File: config.mk
export PLATFORM = sky130hd
export DESIGN_NAME = bin2digit
export DESIGN_NICKNAME = d
export VERILOG_FILES = /design/src/rtl/bin2digit.sv
export SDC_FILE = /design/constraint.sdc
export NUM_CORES = 1
export LEC_CHECK = 0
export CAP_MARGIN = 20
export CORE_ASPECT_RATIO = 1.75
export CORE_MARGIN = 2
export CORE_UTILIZATION = 40
export DETAILED_ROUTE_END_ITERATION = 16
export GPL_TIMING_DRIVEN = 0
export MAX_ROUTING_LAYER = met4
export PLACE_DENSITY = 0.67
export SYNTH_ARGS = -nofsm -noshare
export SYNTH_HDL_FRONTEND = slang
export SYNTH_SLANG_ARGS = --single-unit
File: constraint.sdc
create_clock -name clk -period 3.3 [get_ports clk]
set_input_delay 0.825 -clock clk [delete_from_list [all_inputs] [get_ports clk]]
set_output_delay 0.825 -clock clk [all_outputs]
set_load 0.02 [all_outputs]
File: src/rtl/bin2digit.sv
// Signed binary to 7-segment display codes (0-9 digit, 10 blank, 11 minus) via iterative double-dabble.
// Build option: define BIN2DIGIT_BLANK_LZ_EN to blank leading zeros and float the minus sign.
module bin2digit #(
    parameter int WIDTH = 16,
    parameter int NDIG  = 6
) (
    input  logic                clk,
    input  logic                rst,
    input  logic                start,
    input  logic [WIDTH-1:0]    value,
    output logic                busy,
    output logic                done,
    output logic                ovf,
    output logic [4*NDIG-1:0]   digits
);

    localparam int NBCD = (WIDTH + 2) / 3;
    localparam int NPAD = (NDIG > NBCD) ? NDIG : NBCD;
    localparam int CW   = $clog2(WIDTH + 1);
    localparam logic [3:0] CODE_BLANK = 4'd10;
    localparam logic [3:0] CODE_MINUS = 4'd11;

    typedef enum logic [1:0] {IDLE, SHIFT, FMT} state_t;

    state_t              state_reg, state_next;
    logic                sign_reg, sign_next;
    logic [WIDTH-1:0]    mag_reg, mag_next;
    logic [4*NBCD-1:0]   bcd_reg, bcd_next;
    logic [CW-1:0]       cnt_reg, cnt_next;
    logic [4*NDIG-1:0]   digits_reg, digits_next;
    logic                ovf_reg, ovf_next;
    logic                done_reg, done_next;

    logic [4*NBCD-1:0]   bcd_adj;
    logic [4*NPAD-1:0]   bcd_pad;
    logic [NPAD-1:0]     upper_nz;
    logic                ovf_calc;
    logic [4*NDIG-1:0]   fmt;

    // Double-dabble correction: any nibble >= 5 would carry past 9 after the shift.
    generate
        for (genvar gi = 0; gi < NBCD; gi++) begin : g_adj
            assign bcd_adj[4*gi +: 4] = (bcd_reg[4*gi +: 4] >= 4'd5) ?
                                        bcd_reg[4*gi +: 4] + 4'd3 : bcd_reg[4*gi +: 4];
        end
    endgenerate

    always_comb begin
        bcd_pad = '0;
        bcd_pad[4*NBCD-1:0] = bcd_reg;
    end

    generate
        for (genvar gi = 0; gi < NPAD; gi++) begin : g_upper
            if (gi >= NDIG) begin : g_hi
                assign upper_nz[gi] = |bcd_pad[4*gi +: 4];
            end else begin : g_lo
                assign upper_nz[gi] = 1'b0;
            end
        end
    endgenerate

    // A negative result also needs the leftmost position free for the minus sign.
    assign ovf_calc = (|upper_nz) | (sign_reg & (|bcd_pad[4*(NDIG-1) +: 4]));

`ifdef BIN2DIGIT_BLANK_LZ_EN
    logic [NDIG-1:0] shown;
    logic            acc;

    always_comb begin
        acc   = 1'b0;
        shown = '0;
        fmt   = {NDIG{CODE_BLANK}};
        for (int i = NDIG - 1; i >= 0; i--) begin
            acc      = acc | (|bcd_pad[4*i +: 4]);
            shown[i] = acc | (i == 0);
        end
        for (int i = 0; i < NDIG; i++) begin
            if (shown[i]) begin
                fmt[4*i +: 4] = bcd_pad[4*i +: 4];
            end
        end
        // Minus goes in the first blank position left of the leading digit.
        for (int i = 1; i < NDIG; i++) begin
            if (sign_reg && !shown[i] && shown[i-1]) begin
                fmt[4*i +: 4] = CODE_MINUS;
            end
        end
        if (ovf_calc) begin
            fmt = {NDIG{CODE_MINUS}};
        end
    end
`else
    always_comb begin
        fmt = bcd_pad[4*NDIG-1:0];
        if (sign_reg) begin
            fmt[4*(NDIG-1) +: 4] = CODE_MINUS;
        end
        if (ovf_calc) begin
            fmt = {NDIG{CODE_MINUS}};
        end
    end
`endif

    always_comb begin
        state_next  = state_reg;
        sign_next   = sign_reg;
        mag_next    = mag_reg;
        bcd_next    = bcd_reg;
        cnt_next    = cnt_reg;
        digits_next = digits_reg;
        ovf_next    = ovf_reg;
        done_next   = 1'b0;
        case (state_reg)
            IDLE: begin
                if (start) begin
                    sign_next  = value[WIDTH-1];
                    mag_next   = value[WIDTH-1] ? -value : value;
                    bcd_next   = '0;
                    cnt_next   = CW'(WIDTH);
                    state_next = SHIFT;
                end
            end
            SHIFT: begin
                {bcd_next, mag_next} = {bcd_adj, mag_reg} << 1;
                cnt_next = cnt_reg - CW'(1);
                if (cnt_reg == CW'(1)) begin
                    state_next = FMT;
                end
            end
            FMT: begin
                digits_next = fmt;
                ovf_next    = ovf_calc;
                done_next   = 1'b1;
                state_next  = IDLE;
            end
            default: begin
                state_next = IDLE;
            end
        endcase
    end

    always_ff @(posedge clk or posedge rst) begin
        if (rst) begin
            state_reg  <= IDLE;
            sign_reg   <= 1'b0;
            mag_reg    <= '0;
            bcd_reg    <= '0;
            cnt_reg    <= '0;
            digits_reg <= {NDIG{CODE_BLANK}};
            ovf_reg    <= 1'b0;
            done_reg   <= 1'b0;
        end else begin
            state_reg  <= state_next;
            sign_reg   <= sign_next;
            mag_reg    <= mag_next;
            bcd_reg    <= bcd_next;
            cnt_reg    <= cnt_next;
            digits_reg <= digits_next;
            ovf_reg    <= ovf_next;
            done_reg   <= done_next;
        end
    end

    assign busy   = (state_reg != IDLE);
    assign done   = done_reg;
    assign ovf    = ovf_reg;
    assign digits = digits_reg;

endmodule

==> results.txt <==
----------------------------------------------------
[Finish]
  Leading cell type in the layout, fill and taps excluded ... sky130_fd_sc_hd__dfrtp_1
  Layout fillers ... 857
  Total inserted antenna cells ... 0
  Area overhead of the layout relative to synthesis ... 26.8%
  Number of nets at the end of the flow ... 472
  Non-filler instance count after layout ... 563
  Fraction of the core area covered by cells at the end of the flow ... 52.3%
  Share of post-route cells with drive strength above 1 ... 8.80%
  Commonest non-fill, non-tap cells in the layout ... sky130_fd_sc_hd__dfrtp_1, sky130_fd_sc_hd__nand2_1, sky130_fd_sc_hd__clkdlybuf4s50_1

[Timing]
  Max-slew violations ... 0
  Fin crit period ... 2.51 ns
  Max_slew headroom ... 54.7%
  Final clock skew ... 0.00543 ns
  Final Hold Fails ... 0
  RSZ-0062 raised after global routing ... no
  Crit share post-route ... 76.1%
  Number of setup violations in the final report ... 0
  F_max ... 398 MHz
  Worst-Margin Slew ... 0.670 ns

[Logic synthesis]
  Dominant synthesized flop cell ... sky130_fd_sc_hd__dfrtp_1
  Number of cells produced by synthesis ... 381
  Post-synthesis sequential area ratio ... 49.4%
  Post-synthesis cell type count ... 41
  Post-synth EDFFs ... 0
  Average instance area after synthesis ... 9.91 um^2
  Yosys Warn Count ... 0
  Post-Syn Area ... 3780 um^2
  Synthesized netlist net count ... 415
  Post-synthesis register bit count ... 74
  Async SR Flop Fraction ... 100%

[Global routing]
  GR Util All Layers ... 18.5%
  Number of global-route vias before repair ... 3067
  Global-route wire length before repair ... 14500 um
  Number of antenna violations at the first check in global routing ... 0
  Largest net degree at the start of global routing ... 64
  Grt total ovfl ... 0

[Status]
  Status ... completed

[Critical path]
  CP max FO ... 5
  Critical path's largest stage delay ... 0.54 ns
  Reg-to-Reg Start ... state_reg[1]
  Crit path cell chain ... clkdlybuf4s50_1 -> inv_1 -> ha_1 -> or4b_4 -> o41ai_4 -> xor2_1 -> o21ai_1
  Critical Path Sink Type ... register
  Crit path required time ... 3.51 ns
  Total number of cells along the worst setup path ... 7
  Length in cells of the worst reg-to-reg path ... 6
  Start point of the critical path ... value[0]
  Critical Setup Path Class ... input pin to register
  CP Data Arrival Time ... 2.72 ns
  Worst setup slack for register-to-register paths ... 1.44 ns
  Buf/Inv on CP ... 2
  Critical path launch point type ... input pin
  Kind of cell adding the most delay to the critical path ... buffers and inverters
  Worst path slowest cell ... sky130_fd_sc_hd__or4b_4

[Clock tree]
  Number of buffers created by CTS ... 9
  Clock-pin slew on the worst setup and hold paths ... 0.06 ns
  CTS tree ... done
  CTS H-tree lvls ... 3
  Number of buffers added for setup after CTS ... 0
  CTS Root Buffer Type ... sky130_fd_sc_hd__clkbuf_16
  Hold buffers post-CTS ... 0
  CTS Buffer Depth ... 2
  Sink count of the clock tree ... 74
  Gates resized, CTS repair ... 0
  Clock latency reported for the late side of the worst-skew pair ... 0.34 ns

[Power and ir drop]
  Max VDD drop ... 0.000442 V
  Part of the power in the clock network ... 27.0%
  Net switching power figure ... 1.65 mW
  Cell internal pwr ... 3.01 mW
  Combinational power share ... 38.2%
  Leakage power figure ... 2.05 nW
  Cell Pwr Density ... 975 nW/um^2
  Power share of the sequential group ... 34.8%
  Switching portion of total power ... 35.4%

[Place]
  Global placement routability congestion ... 0.796
  Number of cells in the design after placement ... 547
  Half-perimeter wire length after detailed placement ... 6530 um
  Buffers added on ports ... 45

[Floorplanning]
  Area inside the core boundary ... 9150 um^2
  Die Area ... 10300 um^2
  Die Y-Extent ... 133 um
  I/O pin cnt ... 46
  Die Width ... 77.4 um
  Number of cell rows ... 46
  Effective utilization at floorplan ... 41.3%

[Drt]
  First-pass detailed-route iteration total ... 4
  Total number of vias ... 3049
  Average routed wire per standard cell ... 15.6 um
  Final wirelength ... 8800 um
  Via density per instance ... 5.42
  First-iteration detailed-routing DRC count ... 208
  Drc violations ... 0
  Count of nets left with antenna violations after detail routing ... 0

[Hold path]
  Cell depth of the worst min-delay path ... 2
  Class of the tightest hold or removal check ... register to register
  Worst hold path startpoint ... digits[11]

[Flow run]
  Maxcap violations ... 0

----------------------------------------------------
## worst min-delay path, stage by stage (launching register included)
cell and delay (ns):
sky130_fd_sc_hd__dfstp_2 0.36, sky130_fd_sc_hd__nand2_1 0.05, sky130_fd_sc_hd__nand3_1 0.06
## cells in the mapped netlist, types with 2 or more instances
master,n,area share [%]
sky130_fd_sc_hd__o22ai_1,8,1.3
sky130_fd_sc_hd__a22o_1,4,0.93
sky130_fd_sc_hd__dfrtp_1,62,41
sky130_fd_sc_hd__o211ai_1,11,2.2
sky130_fd_sc_hd__a211oi_1,2,0.40
sky130_fd_sc_hd__o41ai_2,3,1.3
sky130_fd_sc_hd__nor2_1,10,0.99
sky130_fd_sc_hd__nor3_1,4,0.53
sky130_fd_sc_hd__clkbuf_1,17,1.7
sky130_fd_sc_hd__o21ai_1,4,0.53
sky130_fd_sc_hd__xor2_1,12,2.8
sky130_fd_sc_hd__mux2i_1,6,1.6
sky130_fd_sc_hd__a21oi_1,18,2.4
sky130_fd_sc_hd__a32o_1,6,1.6
sky130_fd_sc_hd__nor2b_1,3,0.50
sky130_fd_sc_hd__or3_1,3,0.50
sky130_fd_sc_hd__mux2_2,2,0.60
sky130_fd_sc_hd__nor3b_1,4,0.80
sky130_fd_sc_hd__and2_1,2,0.33
sky130_fd_sc_hd__xnor2_1,8,1.9
sky130_fd_sc_hd__nand3_1,20,2.7
sky130_fd_sc_hd__dfstp_2,12,8.3
sky130_fd_sc_hd__nand2b_1,7,1.2
sky130_fd_sc_hd__or4_4,2,0.60
sky130_fd_sc_hd__a22oi_1,10,2.0
sky130_fd_sc_hd__o31ai_1,10,2.0
sky130_fd_sc_hd__inv_1,21,2.1
sky130_fd_sc_hd__o21ai_0,35,4.6
sky130_fd_sc_hd__nand2_1,48,4.8
sky130_fd_sc_hd__or2_2,2,0.33
sky130_fd_sc_hd__ha_1,15,5.0
## through the flow
step                power (mW)  setup TNS [ns]  setup slack [ns]  hold slack, ns  cell area, um^2
global route              4.97               0             0.678           0.505             4790
floorplan                 2.79               0             0.613           0.448             3780
CTS                       4.70               0             0.787           0.485             4790
detailed placement        3.43               0             0.442           0.474             4410
finish                    4.67               0             0.787           0.478             4790
global placement          3.34          -37.01            -0.603           0.459             4380
## power groups by stage
| stage | registers, mW | clock network [mW] | logic, mW |
|---|---|---|---|
| 4_1_cts | 1.63 | 1.27 | 1.80 |
| 6_report | 1.63 | 1.26 | 1.78 |
| 5_1_grt | 1.68 | 1.31 | 1.98 |
| 3_5_place_dp | 1.64 | 0 | 1.79 |
| 2_1_floorplan | 1.71 | 0 | 1.08 |
| 3_3_place_gp | 1.62 | 0 | 1.73 |
## kinds of logic after synthesis
logic type	Yosys count	share of synthesized area, %
AOI/OAI and AO/OA	114	20.4
adders and majority gates	15	4.97
and+or+nand+nor	111	14.4
xor gates and xnor gates	20	4.64
DFF	74	49.4
buffers and inverters	39	3.88
muxes	8	2.19
## area by class of cell
class | instances | area (um^2) | area share, %
flip-flops and latches | 74 | 1870 | 39.0
multi-input cells | 268 | 1760 | 36.8
repair buffers | 46 | 478 | 9.98
clock buffers | 11 | 233 | 4.86
clock inverters | 5 | 150 | 3.13
well taps | 120 | 150 | 3.13
inverters | 21 | 81.3 | 1.70
plain buffers | 18 | 67.6 | 1.41
## path summary, 6_finish.rpt
| kind | endpoint |
|---|---|
| setup / recovery | mag_reg[14] |
| hold / removal | digits[11] |
| setup reg to reg | bcd_pad[4] |
| hold reg to reg | digits[11] |
| max in group asynchronous | digits[11] |
| min in group asynchronous | bcd_pad[21] |
## per-layer routing
| layer | track usage, % | share of wire (%) | vias to the layer above | wire length, um |
|---|---|---|---|---|
| met5 | - | 0 | - | 0 |
| met4 | 9.72 | 2.9 | 0 | 257 |
| met3 | 2.59 | 2.8 | 19 | 250 |
| met2 | 33.8 | 56 | 70 | 4890 |
| met1 | 18.9 | 39 | 1474 | 3400 |
| li1 | - | - | 1486 | - |
No activity file was read; power rests on OpenSTA's default activity.
